File: config.mk
export PLATFORM = sky130hd
export DESIGN_NAME = gate_ctrl_list_sequencer_flat
export DESIGN_NICKNAME = d
export VERILOG_FILES = /design/src/rtl/gate_ctrl_list_sequencer_pkg.sv /design/src/rtl/gate_ctrl_list_sequencer_if.sv /design/src/rtl/gate_ctrl_list_sequencer_gcl_entry_table.sv /design/src/rtl/gate_ctrl_list_sequencer.sv /design/src/flat_wrapper.sv
export SDC_FILE = /design/constraint.sdc
export NUM_CORES = 1
export LEC_CHECK = 0
export ABC_AREA = 1
export CAP_MARGIN = 20
export CORE_MARGIN = 3
export CORE_UTILIZATION = 57
export CTS_BUF_LIST = sky130_fd_sc_hd__clkbuf_4 sky130_fd_sc_hd__clkbuf_8
export CTS_CLUSTER_SIZE = 30
export DETAILED_ROUTE_END_ITERATION = 7
export HOLD_SLACK_MARGIN = 0.08
export PLACE_DENSITY = 0.78
export SLEW_MARGIN = 5
export SYNTH_ARGS = -nofsm -noshare
export SYNTH_HDL_FRONTEND = slang
export SYNTH_SLANG_ARGS = --single-unit
File: constraint.sdc
create_clock -name i_clk -period 2.85 [get_ports i_clk]
set_input_delay 0.57 -clock i_clk [delete_from_list [all_inputs] [get_ports i_clk]]
set_output_delay 0.57 -clock i_clk [all_outputs]
set_load 0.02 [all_outputs]
File: src/rtl/gate_ctrl_list_sequencer_pkg.sv
// Shared types and constants for the gate control list sequencer.
// Covers the entry layout, the sequencer states and the list geometry.
package tsn_gcl_pkg;

  localparam int GCL_DEPTH = 8;
  localparam int GATE_W    = 8;
  localparam int INTV_W    = 16;
  localparam int IDX_W     = $clog2(GCL_DEPTH);
  localparam int NUM_W     = $clog2(GCL_DEPTH) + 1;
  localparam int ENTRY_W   = GATE_W + INTV_W;

  localparam logic [GATE_W-1:0] GATE_DEFAULT = 8'hFF;

  typedef struct packed {
    logic [GATE_W-1:0] gate;
    logic [INTV_W-1:0] interval;
  } gcl_entry_t;

  typedef enum logic [1:0] {
    ST_DISABLED   = 2'd0,
    ST_WAIT_START = 2'd1,
    ST_RUN        = 2'd2,
    ST_HOLD       = 2'd3
  } gcl_state_e;

  // An entry count of 0 behaves like 1; counts above the table depth are clamped.
  function automatic logic [IDX_W-1:0] last_index(input logic [NUM_W-1:0] num);
    if (num == '0) return '0;
    if (num >= NUM_W'(GCL_DEPTH)) return IDX_W'(GCL_DEPTH - 1);
    return IDX_W'(num - NUM_W'(1));
  endfunction

endpackage

File: src/rtl/gate_ctrl_list_sequencer_if.sv
// Configuration write bus for the gate control list table.
// Handshake: a write commits on the clock edge where i_gcl_wr is high; there is no backpressure.
interface gcl_cfg_if
  import tsn_gcl_pkg::*;
();
  logic               i_gcl_wr;
  logic [IDX_W-1:0]   iv_gcl_waddr;
  logic [ENTRY_W-1:0] iv_gcl_wdata;

  modport master (output i_gcl_wr, output iv_gcl_waddr, output iv_gcl_wdata);
  modport slave  (input  i_gcl_wr, input  iv_gcl_waddr, input  iv_gcl_wdata);
endinterface

File: src/rtl/gate_ctrl_list_sequencer_gcl_entry_table.sv
// GCL register file with one synchronous write port and one combinational read port.
// A read of an address written in the same cycle returns the old content.
module gcl_entry_table
  import tsn_gcl_pkg::*;
(
  input  logic             i_clk,
  input  logic             i_rst,
  input  logic             i_wr,
  input  logic [IDX_W-1:0] iv_waddr,
  input  gcl_entry_t       iv_wdata,
  input  logic [IDX_W-1:0] iv_raddr,
  output gcl_entry_t       ov_rdata
);

  gcl_entry_t mem_q [GCL_DEPTH];
  gcl_entry_t mem_d [GCL_DEPTH];

  always_comb begin
    mem_d = mem_q;
    if (i_wr) mem_d[iv_waddr] = iv_wdata;
  end

  always_ff @(posedge i_clk) begin
    if (i_rst) mem_q <= '{default: '0};
    else       mem_q <= mem_d;
  end

  assign ov_rdata = mem_q[iv_raddr];

endmodule

File: src/rtl/gate_ctrl_list_sequencer.sv
// Walks the gate control list on each cycle start, holding every entry's gates for its interval,
// then keeps the last entry's gates until the next cycle start.
module gate_ctrl_list_sequencer
  import tsn_gcl_pkg::*;
(
  input  logic              i_clk,
  input  logic              i_rst,
  input  logic              i_cycle_start,
  input  logic              i_gcl_enable,
  input  logic [NUM_W-1:0]  iv_gcl_entry_num,
  gcl_cfg_if.slave          cfg,
  output logic [GATE_W-1:0] ov_gate_state,
  output logic [IDX_W-1:0]  ov_slot_index,
  output logic              o_slot_change,
  output logic              o_cycle_overrun,
  output gcl_state_e        o_dbg_state
);

  gcl_state_e        state_q, state_d;
  logic [INTV_W-1:0] cnt_q, cnt_d;
  logic [IDX_W-1:0]  idx_q, idx_d;
  logic [IDX_W-1:0]  last_q, last_d;
  logic [GATE_W-1:0] gate_q, gate_d;
  logic              chg_q, chg_d;
  logic              ovr_q, ovr_d;
  logic              load;
  logic [IDX_W-1:0]  load_idx;
  gcl_entry_t        rd_entry;

  gcl_entry_table u_table (
    .i_clk    (i_clk),
    .i_rst    (i_rst),
    .i_wr     (cfg.i_gcl_wr),
    .iv_waddr (cfg.iv_gcl_waddr),
    .iv_wdata (gcl_entry_t'(cfg.iv_gcl_wdata)),
    .iv_raddr (load_idx),
    .ov_rdata (rd_entry)
  );

  always_comb begin
    state_d  = state_q;
    cnt_d    = cnt_q;
    idx_d    = idx_q;
    last_d   = last_q;
    gate_d   = gate_q;
    chg_d    = 1'b0;
    ovr_d    = 1'b0;
    load     = 1'b0;
    load_idx = '0;
    case (state_q)
      ST_DISABLED: begin
        gate_d = GATE_DEFAULT;
        if (i_gcl_enable) state_d = ST_WAIT_START;
      end
      ST_WAIT_START: begin
        gate_d = GATE_DEFAULT;
        if (i_cycle_start) load = 1'b1;
      end
      ST_RUN: begin
        // A cycle start beats a simultaneous expiry; it is only an overrun if the list had time left.
        if (i_cycle_start) begin
          load  = 1'b1;
          ovr_d = !((idx_q == last_q) && (cnt_q == '0));
        end else if (cnt_q == '0) begin
          if (idx_q < last_q) begin
            load     = 1'b1;
            load_idx = idx_q + IDX_W'(1);
          end else begin
            state_d = ST_HOLD;
          end
        end else begin
          cnt_d = cnt_q - INTV_W'(1);
        end
      end
      ST_HOLD: begin
        if (i_cycle_start) load = 1'b1;
      end
      default: state_d = ST_DISABLED;
    endcase

    if (load) begin
      state_d = ST_RUN;
      idx_d   = load_idx;
      gate_d  = rd_entry.gate;
      cnt_d   = (rd_entry.interval == '0) ? '0 : rd_entry.interval - INTV_W'(1);
      last_d  = last_index(iv_gcl_entry_num);
      chg_d   = 1'b1;
    end

    if (!i_gcl_enable) begin
      state_d = ST_DISABLED;
      gate_d  = GATE_DEFAULT;
      idx_d   = '0;
      cnt_d   = '0;
      chg_d   = 1'b0;
      ovr_d   = 1'b0;
    end
  end

  always_ff @(posedge i_clk) begin
    if (i_rst) begin
      state_q <= ST_DISABLED;
      cnt_q   <= '0;
      idx_q   <= '0;
      last_q  <= '0;
      gate_q  <= GATE_DEFAULT;
      chg_q   <= 1'b0;
      ovr_q   <= 1'b0;
    end else begin
      state_q <= state_d;
      cnt_q   <= cnt_d;
      idx_q   <= idx_d;
      last_q  <= last_d;
      gate_q  <= gate_d;
      chg_q   <= chg_d;
      ovr_q   <= ovr_d;
    end
  end

  assign ov_gate_state   = gate_q;
  assign ov_slot_index   = idx_q;
  assign o_slot_change   = chg_q;
  assign o_cycle_overrun = ovr_q;
  assign o_dbg_state     = state_q;

endmodule

File: src/flat_wrapper.sv
// flat-port wrapper written by rule: the top's interface ports become plain ports
module gate_ctrl_list_sequencer_flat import tsn_gcl_pkg::*;
  (i_clk, i_rst, i_cycle_start, i_gcl_enable, iv_gcl_entry_num, ov_gate_state, ov_slot_index, o_slot_change, o_cycle_overrun, o_dbg_state, cfg_i_gcl_wr, cfg_iv_gcl_waddr, cfg_iv_gcl_wdata);
  gcl_cfg_if cfg_i ();
  input  logic i_clk;
  input  logic i_rst;
  input  logic i_cycle_start;
  input  logic i_gcl_enable;
  input  logic [NUM_W-1:0] iv_gcl_entry_num;
  output logic [GATE_W-1:0] ov_gate_state;
  output logic [IDX_W-1:0] ov_slot_index;
  output logic o_slot_change;
  output logic o_cycle_overrun;
  output gcl_state_e o_dbg_state;
  input wire logic [$bits(cfg_i.i_gcl_wr)-1:0] cfg_i_gcl_wr;
  input wire logic [$bits(cfg_i.iv_gcl_waddr)-1:0] cfg_iv_gcl_waddr;
  input wire logic [$bits(cfg_i.iv_gcl_wdata)-1:0] cfg_iv_gcl_wdata;
  assign cfg_i.i_gcl_wr = cfg_i_gcl_wr;
  assign cfg_i.iv_gcl_waddr = cfg_iv_gcl_waddr;
  assign cfg_i.iv_gcl_wdata = cfg_iv_gcl_wdata;
  gate_ctrl_list_sequencer u_core (.i_clk(i_clk), .i_rst(i_rst), .i_cycle_start(i_cycle_start), .i_gcl_enable(i_gcl_enable), .iv_gcl_entry_num(iv_gcl_entry_num), .cfg(cfg_i), .ov_gate_state(ov_gate_state), .ov_slot_index(ov_slot_index), .o_slot_change(o_slot_change), .o_cycle_overrun(o_cycle_overrun), .o_dbg_state(o_dbg_state));
endmodule
==> impl_metrics.tcl, run 1 <==
set metrics [dict create \
    hold_viol 0 \
    ys_warn_count 0 \
    hold_depth 2 \
    crit_type "reg -> reg" \
    cts_sinks 226 \
    syn_avg_cell_area_um2 6.89 \
    setup_slack_ps -47.6 \
    final_nets 1769 \
    nFillCells 1320 \
    grt_usage_pct 29.3 \
    synthDistinctLibCells 40 \
    outcome "finished with violations" \
    hold_path_class "reg -> reg" \
    wl_um 34300 \
    min_period_ps 2900 \
    final.setup.tns_ps -330 \
    cts_buffers 38 \
    grt_pass1_vias 10700 \
    final_common_cell "o21ai_0" \
    syn_nets 1641 \
    die_h_um 145 \
    max-slew-margin-rel_pct 49.9 \
    cp_slowest_stage_delay_ps 350 \
    io_pins 51 \
    die_area_um2 21000 \
    setup_violations 14 \
    instances_no_fill 2013 \
    reg2reg_depth 21 \
    cp_cell_sequence "ha_4 > nand2_4 > nor2_4 > nor2_4 > inv_2 > buf_4 > nor3_4 > buf_6 > nand3_1 > nand3_2 > nand3_2 > nand2_2 > ha_4 > nand2_2 > nor2_4 > nand3_2 > nor2_4 > nor2_4 > clkbuf_16 > nand2_2 > a21oi_1" \
    placed_cells 1915 \
    ant_nets 0 \
    syn-cell-area_um2 11000 \
    rsz0062_at_grt "true" \
    synth.ff_latch_count 226 \
    drive_gt1_share_pct 20.2 \
    row_count 50 \
    period_share_pct 102 \
    h-tree-depth 2 \
    r2r_start "u_core.ov_slot_index[2]" \
    ir_drop_mv 0.560 \
    drtIter0Drc 1239 \
    cp-end-kind "register" \
    cp.depth 21 \
    postSynthCellCount 1597 \
    die_w_um 145 \
    final_cell_mix "o21ai_0, dfxtp_1, nand2_1" \
    grt_max_degree 195 \
    seq_area_um2 4530 \
    insertion_delay_ps 550 \
    clock_skew_ps 26.2 \
    vias 11500 \
    multiInputGateArea_um2 5670 \
    arrival_ps 3320 \
    gp_congestion 0.883 \
    cp_slowest_cell "dfxtp_4" \
    vias_per_cell 5.74 \
    postLayoutCoreUtil_pct 75.2 \
    cap_violations 0 \
    p_leak_nw 6.01 \
    required_ps 3270 \
    cts.clk_slew.worst_paths_ps 70 \
    tightest_slew_ps 751 \
    gr-total-overflow 0 \
    cpMostUsedCell "nor2_4" \
    area_growth_pct 28.7 \
    critPathLaunchType "register" \
    path_buf_inv 4 \
    cts.path.max_buffers 3 \
    crit_fanout 8 \
    slew_violations 0 \
    core-area_um2 18800 \
    dr.pass1.iters 5 \
    power_mw 7.56 \
    grt_pass1_wl_um 52000 \
    place_hpwl_um 20300 \
    post_dp_cell_area_um2 12500 \
    grt_antenna_before_repair 0 \
    num_antenna_cells 0 \
    design_area_um2 14200 \
    initial_core_util_pct 58.4 \
    crit_family "simple AND/OR/NAND/NOR gates" \
    port_buffers 50 \
    cts_tree "built" \
    violations "negative setup slack" \
    fmax_ghz 0.345 \
    powerDensity_nw_per_um2 534 \
    root_buffer "clkbuf_8" \
    startpoint "u_core.ov_slot_index[2]" \
    wire_per_inst_um 17.1 \
    ys_seq_area_share_pct 41.1 \
    drc 0 \
    hp-start "u_core.u_table.mem_q[95]" \
]
## stage by stage
stage | setup WS, ps | hold WS [ps]
floorplan | 14.2 | 425
global placement | -322 | 434
detailed placement | -353 | 444
CTS | 3.05 | 453
global route | -176 | 469
finish | -47.6 | 453
## repair_timing
item | CTS | global route
gates cloned | 1 | 8
pin swaps | 4 | 40
endpoints found under the setup margin | 16 | 23
resized for setup | 10 | 116
endpoints found under the hold margin | 0 | 0
setup buffers | 3 | 19
hold buffers | 0 | 0
## Yosys cell counts (all sizes together)
library cell	number	area share (%)
xnor2	4	0.32
nor2	183	7.0
dfxtp	226	41
nand3b	4	0.27
clkinv	4	0.16
a21boi	1	0.068
ha	8	0.91
inv	198	6.8
a211oi	8	0.55
a21oi	176	8.0
a2111oi	1	0.080
a31oi	1	0.057
clkbuf	78	2.7
o31ai	11	0.75
xor2	7	0.56
buf	28	1.7
nand4	23	1.4
nor3	5	0.38
o211ai	4	0.27
o21ai	241	11
o311ai	8	0.64
nand3	143	7.0
o22ai	1	0.057
nand2	234	8.3
## routing by layer
layer / track usage, % / vias to the layer above / wire length, µm
li1: - / 5500 / -
met1: 38.6 / 5385 / 14200
met2: 48.9 / 562 / 16500
met3: 4.43 / 102 / 2650
met4: 10.8 / 0 / 1000
met5: 0 / - / 0
## path summary, 6_finish.rpt
path	slack, ps	endpoint
worst max-delay path	-50	u_core.cnt_q[1]
worst min-delay path	450	u_core.u_table.mem_q[95]
worst max register to register	-50	u_core.cnt_q[1]
worst min register to register	450	u_core.u_table.mem_q[95]
## report_power, final
| part | switching, mW | leakage (nW) | internal (mW) |
|---|---|---|---|
| sequential | 0.0438 | 1.84 | 3.27 |
| clock | 1.34 | 0.451 | 1.81 |
| combinational | 0.673 | 3.72 | 0.428 |
## flip-flops by register name (all words and copies together), names as in the netlist, named ones only
| signal | flops |
|---|---|
| u_core.cnt_q | 16 |
| u_core.ov_gate_state | 8 |
| u_core.last_q | 3 |
| u_core.ov_slot_index | 3 |
| u_core.o_cycle_overrun | 1 |
| u_core.o_dbg_state | 1 |
| u_core.u_table.mem_q | 192 |
| u_core.o_slot_change | 1 |
## logic make-up after synthesis
| group | synth area share, % |
|---|---|
| XOR/XNOR | 0.875 |
| AO/OA/AOI/OAI | 21.4 |
| adder cells (fa/ha/maj) | 0.910 |
| AND/OR/NAND/NOR | 24.4 |
| buffers and inverters | 11.3 |
| flip-flops | 41.1 |
## worst min-delay path, cell delays in order, from the launching register on
cell     delay [ps]
dfxtp_1         300
inv_1            60
a21oi_1          50
## cell type report
type                       count  area share [%]
inverter                     202            5.49
timing repair inverter         1          0.0618
clock inverter                 6           0.336
timing repair buffer         193            14.0
multi-input combinational   1063            40.0
sequential                   226            32.0
clock buffer                  62            5.72
tap                          260            2.30
Note: power is estimated with default switching activity, not from simulation.
==> run 2: changes to the inputs <==
CAP_MARGIN = unset   (was 20)
CORE_MARGIN = unset   (was 3)
==> impl_metrics.tcl, run 2 (synthesized netlist as in run 1, its figures left out) <==
set metrics [dict create \
    cpMostUsedCell "buf_4" \
    wl_um 32700 \
    vias 11300 \
    num_antenna_cells 0 \
    top_register "u_core.u_table.mem_q" \
    io_pins 51 \
    die_w_um 141 \
    setup_slack_ps -39.7 \
    design_area_um2 13800 \
    grt_pass1_wl_um 52600 \
    fmax_ghz 0.346 \
    critPathLaunchType "register" \
    rsz0062_at_grt "true" \
    cts.clk_slew.worst_paths_ps 60 \
    period_share_pct 101 \
    hold_buffers 0 \
    core-area_um2 18800 \
    required_ps 3320 \
    wire_per_inst_um 16.4 \
    hold_viol 0 \
    gp_congestion 0.927 \
    ant_nets 0 \
    final_nets 1756 \
    root_buffer "clkbuf_8" \
    hold_slack_ps 452 \
    drc 0 \
    grt_usage_pct 33.1 \
    final_common_cell "o21ai_0" \
    outcome "finished with violations" \
    ir_drop_mv 0.561 \
    initial_core_util_pct 58.4 \
    drtIter0Drc 1059 \
    clock_skew_ps 25.1 \
    gr-total-overflow 0 \
    post_dp_cell_area_um2 12500 \
    slew_violations 0 \
    p_leak_nw 5.89 \
    dr.pass1.iters 6 \
    row_count 50 \
    h-tree-depth 2 \
    setup_violations 6 \
    grt_antenna_before_repair 0 \
    cp_cell_sequence "inv_2 > ha_4 > nand2_2 > nor2_2 > nor2_4 > buf_6 > nand4_4 > bufbuf_16 > nand2_1 > nand3_1 > nand3_2 > nand2_2 > ha_4 > buf_4 > buf_4 > xnor2_1 > buf_4 > nand2_1 > a21oi_1" \
    cts_tree "built" \
    powerDensity_nw_per_um2 539 \
    cap_violations 0 \
    crit_fanout 4 \
    largest_reg_flops 192 \
    final_cell_mix "o21ai_0, dfxtp_1, nand2_1" \
    die_area_um2 19900 \
    power_mw 7.46 \
    cp_slowest_stage_delay_ps 330 \
    tightest_slew_ps 770 \
    grt_pass1_vias 10600 \
    cp-end-kind "register" \
    cts_sinks 226 \
    area_growth_pct 25.9 \
    max-slew-margin-rel_pct 48.6 \
    place_hpwl_um 19800 \
    violations "negative setup slack" \
    cp_slowest_cell "dfxtp_2" \
    cts_buffers 39 \
    crit_type "reg -> reg" \
    final.setup.tns_ps -104 \
    vias_per_cell 5.64 \
    min_period_ps 2890 \
    die_h_um 141 \
    insertion_delay_ps 550 \
    port_buffers 50 \
    cts.path.max_buffers 3 \
    arrival_ps 3360 \
    drive_gt1_share_pct 18.1 \
    grt_max_degree 195 \
    hold_path_class "reg -> reg" \
]
run 2: cell count changes in the layout (fill, tap and decap cells not counted), moves of 7 or more:
| cell | before | now |
|---|---|---|
| clkbuf_8 | 55 | 48 |
| nand2_2 | 37 | 27 |
| buf_4 | 109 | 101 |
| clkbuf_4 | 7 | 17 |
| nand2_1 | 191 | 199 |
| nand3_2 | 40 | 22 |
| nand3_1 | 100 | 116 |
run 2: cell type report:
| type | count | area, µm² |
|---|---|---|
| Clock inverter | 4 | 28.8 |
| Tap cell | 260 | 325 |
| Sequential cell | 226 | 4530 |
| Timing Repair Buffer | 179 | 1820 |
| Timing Repair inverter | 1 | 5.00 |
| Inverter | 202 | 772 |
| Clock buffer | 65 | 788 |
| Multi-Input combinational cell | 1063 | 5570 |
| Fill cell | 1407 | 4980 |
run 2: repair_timing:
| item | CTS | global route |
|---|---|---|
| setup endpoints to repair | 16 | 17 |
| setup buffers | 8 | 6 |
| resized for setup | 24 | 63 |
| cloned | 5 | 1 |
| pin swaps | 7 | 23 |
run 2: per-stage QoR:
stage / setup slack [ps] / instances / util, %
5_1_grt: -156 / 2000 / 73.5
3_5_place_dp: -312 / 1913 / 66.3
6_report: -39.7 / 2000 / 73.5
3_3_place_gp: -267 / 1913 / 66.3
2_1_floorplan: 14.2 / 1597 / -
4_1_cts: -3.82 / 1995 / 72.1
run 2: critical path, delay by kind of cell (launching register included):
kind / cells / cell delay (ps)
AO/OA/AOI/OAI: 1 / 100
AND/OR/NAND/NOR: 9 / 820
flip-flops: 1 / 330
adder cells (fa/ha/maj): 2 / 420
buffers and inverters: 6 / 910
XOR/XNOR: 1 / 240
run 2: power by group:
part	internal, mW	switching, mW
clock	1.74	1.34
sequential	3.27	0.0437
combinational	0.410	0.655
run 2: final timing paths:
check                           cells after the start                  endpoint  slack (ps)                     start
worst min register to register                      2  u_core.u_table.mem_q[21]         450  u_core.u_table.mem_q[21]
worst min-delay path                                2  u_core.u_table.mem_q[21]         450  u_core.u_table.mem_q[21]
worst max-delay path                               19           u_core.cnt_q[2]         -40          u_core.last_q[2]
worst max register to register                     19           u_core.cnt_q[2]         -40          u_core.last_q[2]
run 2: metal layers:
metal,vias to the layer above,global-route usage [%],wire length (µm)
met1,5189,42.5,13600
li1,5478,-,-
met4,0,15.8,1220
met3,104,6.52,2720
met5,-,0,0
met2,507,53.4,15100
==> run 3: changes to the inputs <==
CELL_PAD_IN_SITES_DETAIL_PLACEMENT = 0   (was unset)
CELL_PAD_IN_SITES_GLOBAL_PLACEMENT = 2   (was unset)
CORE_UTILIZATION = 32   (was 57)
PLACE_DENSITY = 0.77   (was 0.78)
==> impl_metrics.tcl, run 3 (synthesized netlist as in run 1, its figures left out) <==
set metrics [dict create \
    outcome "finished with violations" \
    violations "negative setup slack" \
    io_pins 51 \
    largest_reg_flops 192 \
    area_growth_pct 33.8 \
    cp-end-kind "register" \
    wl_met2_um 18300 \
    rsz0062_at_grt "true" \
    dr_wl_met3_um 1140 \
    crit_fanout 6 \
    die_area_um2 35100 \
    core-area_um2 33700 \
    ant_nets 0 \
    final_nets 1807 \
    path_buf_inv 6 \
    setup_slack_ps -82.3 \
    drive_gt1_share_pct 21.8 \
    gr-total-overflow 0 \
    crit_family "simple AND/OR/NAND/NOR gates" \
    cts_buffers 42 \
    period_share_pct 103 \
    cts_tree "built" \
    grt_antenna_before_repair 0 \
    hold_path_class "reg -> reg" \
    hold_buffers 0 \
    root_buffer "clkbuf_8" \
    hold_viol 0 \
    h-tree-depth 2 \
    cap_violations 0 \
    slew_violations 0 \
    cts_sinks 226 \
    num_antenna_cells 0 \
    arrival_ps 3370 \
    tightest_slew_ps 585 \
    reg2reg_depth 20 \
    grt_pass1_wl_um 59300 \
    vias 11000 \
    crit_end "u_core.cnt_q[10]" \
    drtIter0Drc 753 \
    ff2ff_setup_slack_ps -80 \
    wl_um 38000 \
    cp_slowest_stage_delay_ps 340 \
    place_hpwl_um 24100 \
    cts.path.max_buffers 3 \
    max-slew-margin-rel_pct 61.0 \
    die_w_um 187 \
    hp-start "u_core.u_table.mem_q[16]" \
    startpoint "u_core.last_q[2]" \
    cp_slowest_cell "dfxtp_2" \
    p_leak_nw 6.16 \
    vias_per_cell 4.92 \
    ir_drop_mv 0.333 \
    hold_slack_ps 446 \
    drt-met1-wl_um 17500 \
    final_common_cell "o21ai_0" \
    routed.top_layer "met4" \
    cp_cell_sequence "inv_2 > ha_4 > nand2_4 > nor2_4 > nor2_4 > buf_6 > nand4_4 > buf_8 > buf_16 > buf_4 > nand2_1 > nand3_1 > nand3_2 > nand2_4 > buf_4 > nand3_2 > nor2_4 > nand4_1 > nand3_2 > a21oi_2" \
    grt_max_degree 140 \
    final.setup.tns_ps -853 \
    post-place-ws_ps -459 \
    r2r_start "u_core.last_q[2]" \
    critPathLaunchType "register" \
    setup_violations 15 \
    reg2reg_to "u_core.cnt_q[10]" \
    top_register "u_core.u_table.mem_q" \
    grt_pass1_vias 10600 \
    final_cell_mix "o21ai_0, dfxtp_1, inv_1, nand2_1, a21oi_1" \
    row_count 67 \
    insertion_delay_ps 560 \
    cp.depth 20 \
    required_ps 3290 \
    fmax_ghz 0.341 \
    port_buffers 50 \
    powerDensity_nw_per_um2 515 \
    min_period_ps 2930 \
    initial_core_util_pct 32.7 \
    gp_congestion 0.828 \
    grt_usage_pct 21.4 \
    clock_skew_ps 30.3 \
    die_h_um 187 \
    wire_per_inst_um 17.0 \
    dr.pass1.iters 5 \
    cts.clk_slew.worst_paths_ps 60 \
    drc 0 \
    crit_type "reg -> reg" \
]
-- run 3: cell types whose count changed in the layout (fill, tap and decap cells not counted), moves of 6 or more --
cell and change:
nand2_1 -10, nand3_2 +15, nand3_1 -16, buf_6 +7, buf_4 +36, nand2_4 +6
-- run 3: worst min-delay path by stage --
| stage | endpoint | slack [ps] | depth (start not counted) |
|---|---|---|---|
| final | u_core.u_table.mem_q[16] | 450 | 2 |
| after CTS | u_core.u_table.mem_q[16] | 450 | 2 |
| after global placement | u_core.u_table.mem_q[16] | 430 | 2 |
| after floorplan | u_core.u_table.mem_q[119] | 420 | 2 |
| after detailed placement | u_core.u_table.mem_q[16] | 440 | 2 |
| after global routing | u_core.u_table.mem_q[176] | 460 | 2 |
-- run 3: where the power goes --
group          internal, mW  total (mW)  switching [mW]
logic                 0.488        1.21           0.718
clock network          1.68        3.07            1.39
registers              3.27        3.31          0.0382
total                  5.44        7.58            2.14
-- run 3: metal layers --
| metal | vias to the layer above | GRT usage (%) |
|---|---|---|
| li1 | 5576 | - |
| met1 | 5138 | 27.9 |
| met2 | 205 | 36.2 |
| met3 | 74 | 2.72 |
| met4 | 0 | 7.13 |
| met5 | - | 0 |
-- run 3: cell type report --
type	instances	area (µm²)
clock inverter	3	33.8
multi-input combinational	1063	5780
tap	448	561
clock buffer	63	754
inverter	202	776
timing repair inverter	1	8.76
fill	3538	19000
timing repair buffer	227	2280
sequential	226	4530
-- run 3: tightest hold or removal path, stage by stage (launching register included) --
cell and delay [ps]:
dfxtp_1 290, inv_1 50, a21oi_1 50
-- run 3: repair_timing --
| action | CTS | global route |
|---|---|---|
| endpoints found under the hold margin | 0 | 0 |
| cloned | 7 | 3 |
| endpoints found under the setup margin | 18 | 23 |
| setup buffers | 21 | 20 |
| pin swaps | 34 | 56 |
| resized for setup | 57 | 93 |
-- run 3: per-stage QoR --
step           total power, mW  area, µm²  util, %  cells
4_1_cts                   7.57      14200     42.1   2214
2_1_floorplan             3.97      11100        -   1597
3_5_place_dp              4.41      12800     38.1   2121
3_3_place_gp              4.41      12800     38.1   2121
5_1_grt                   7.93      14700     43.7   2233
6_report                  7.58      14700     43.7   2233
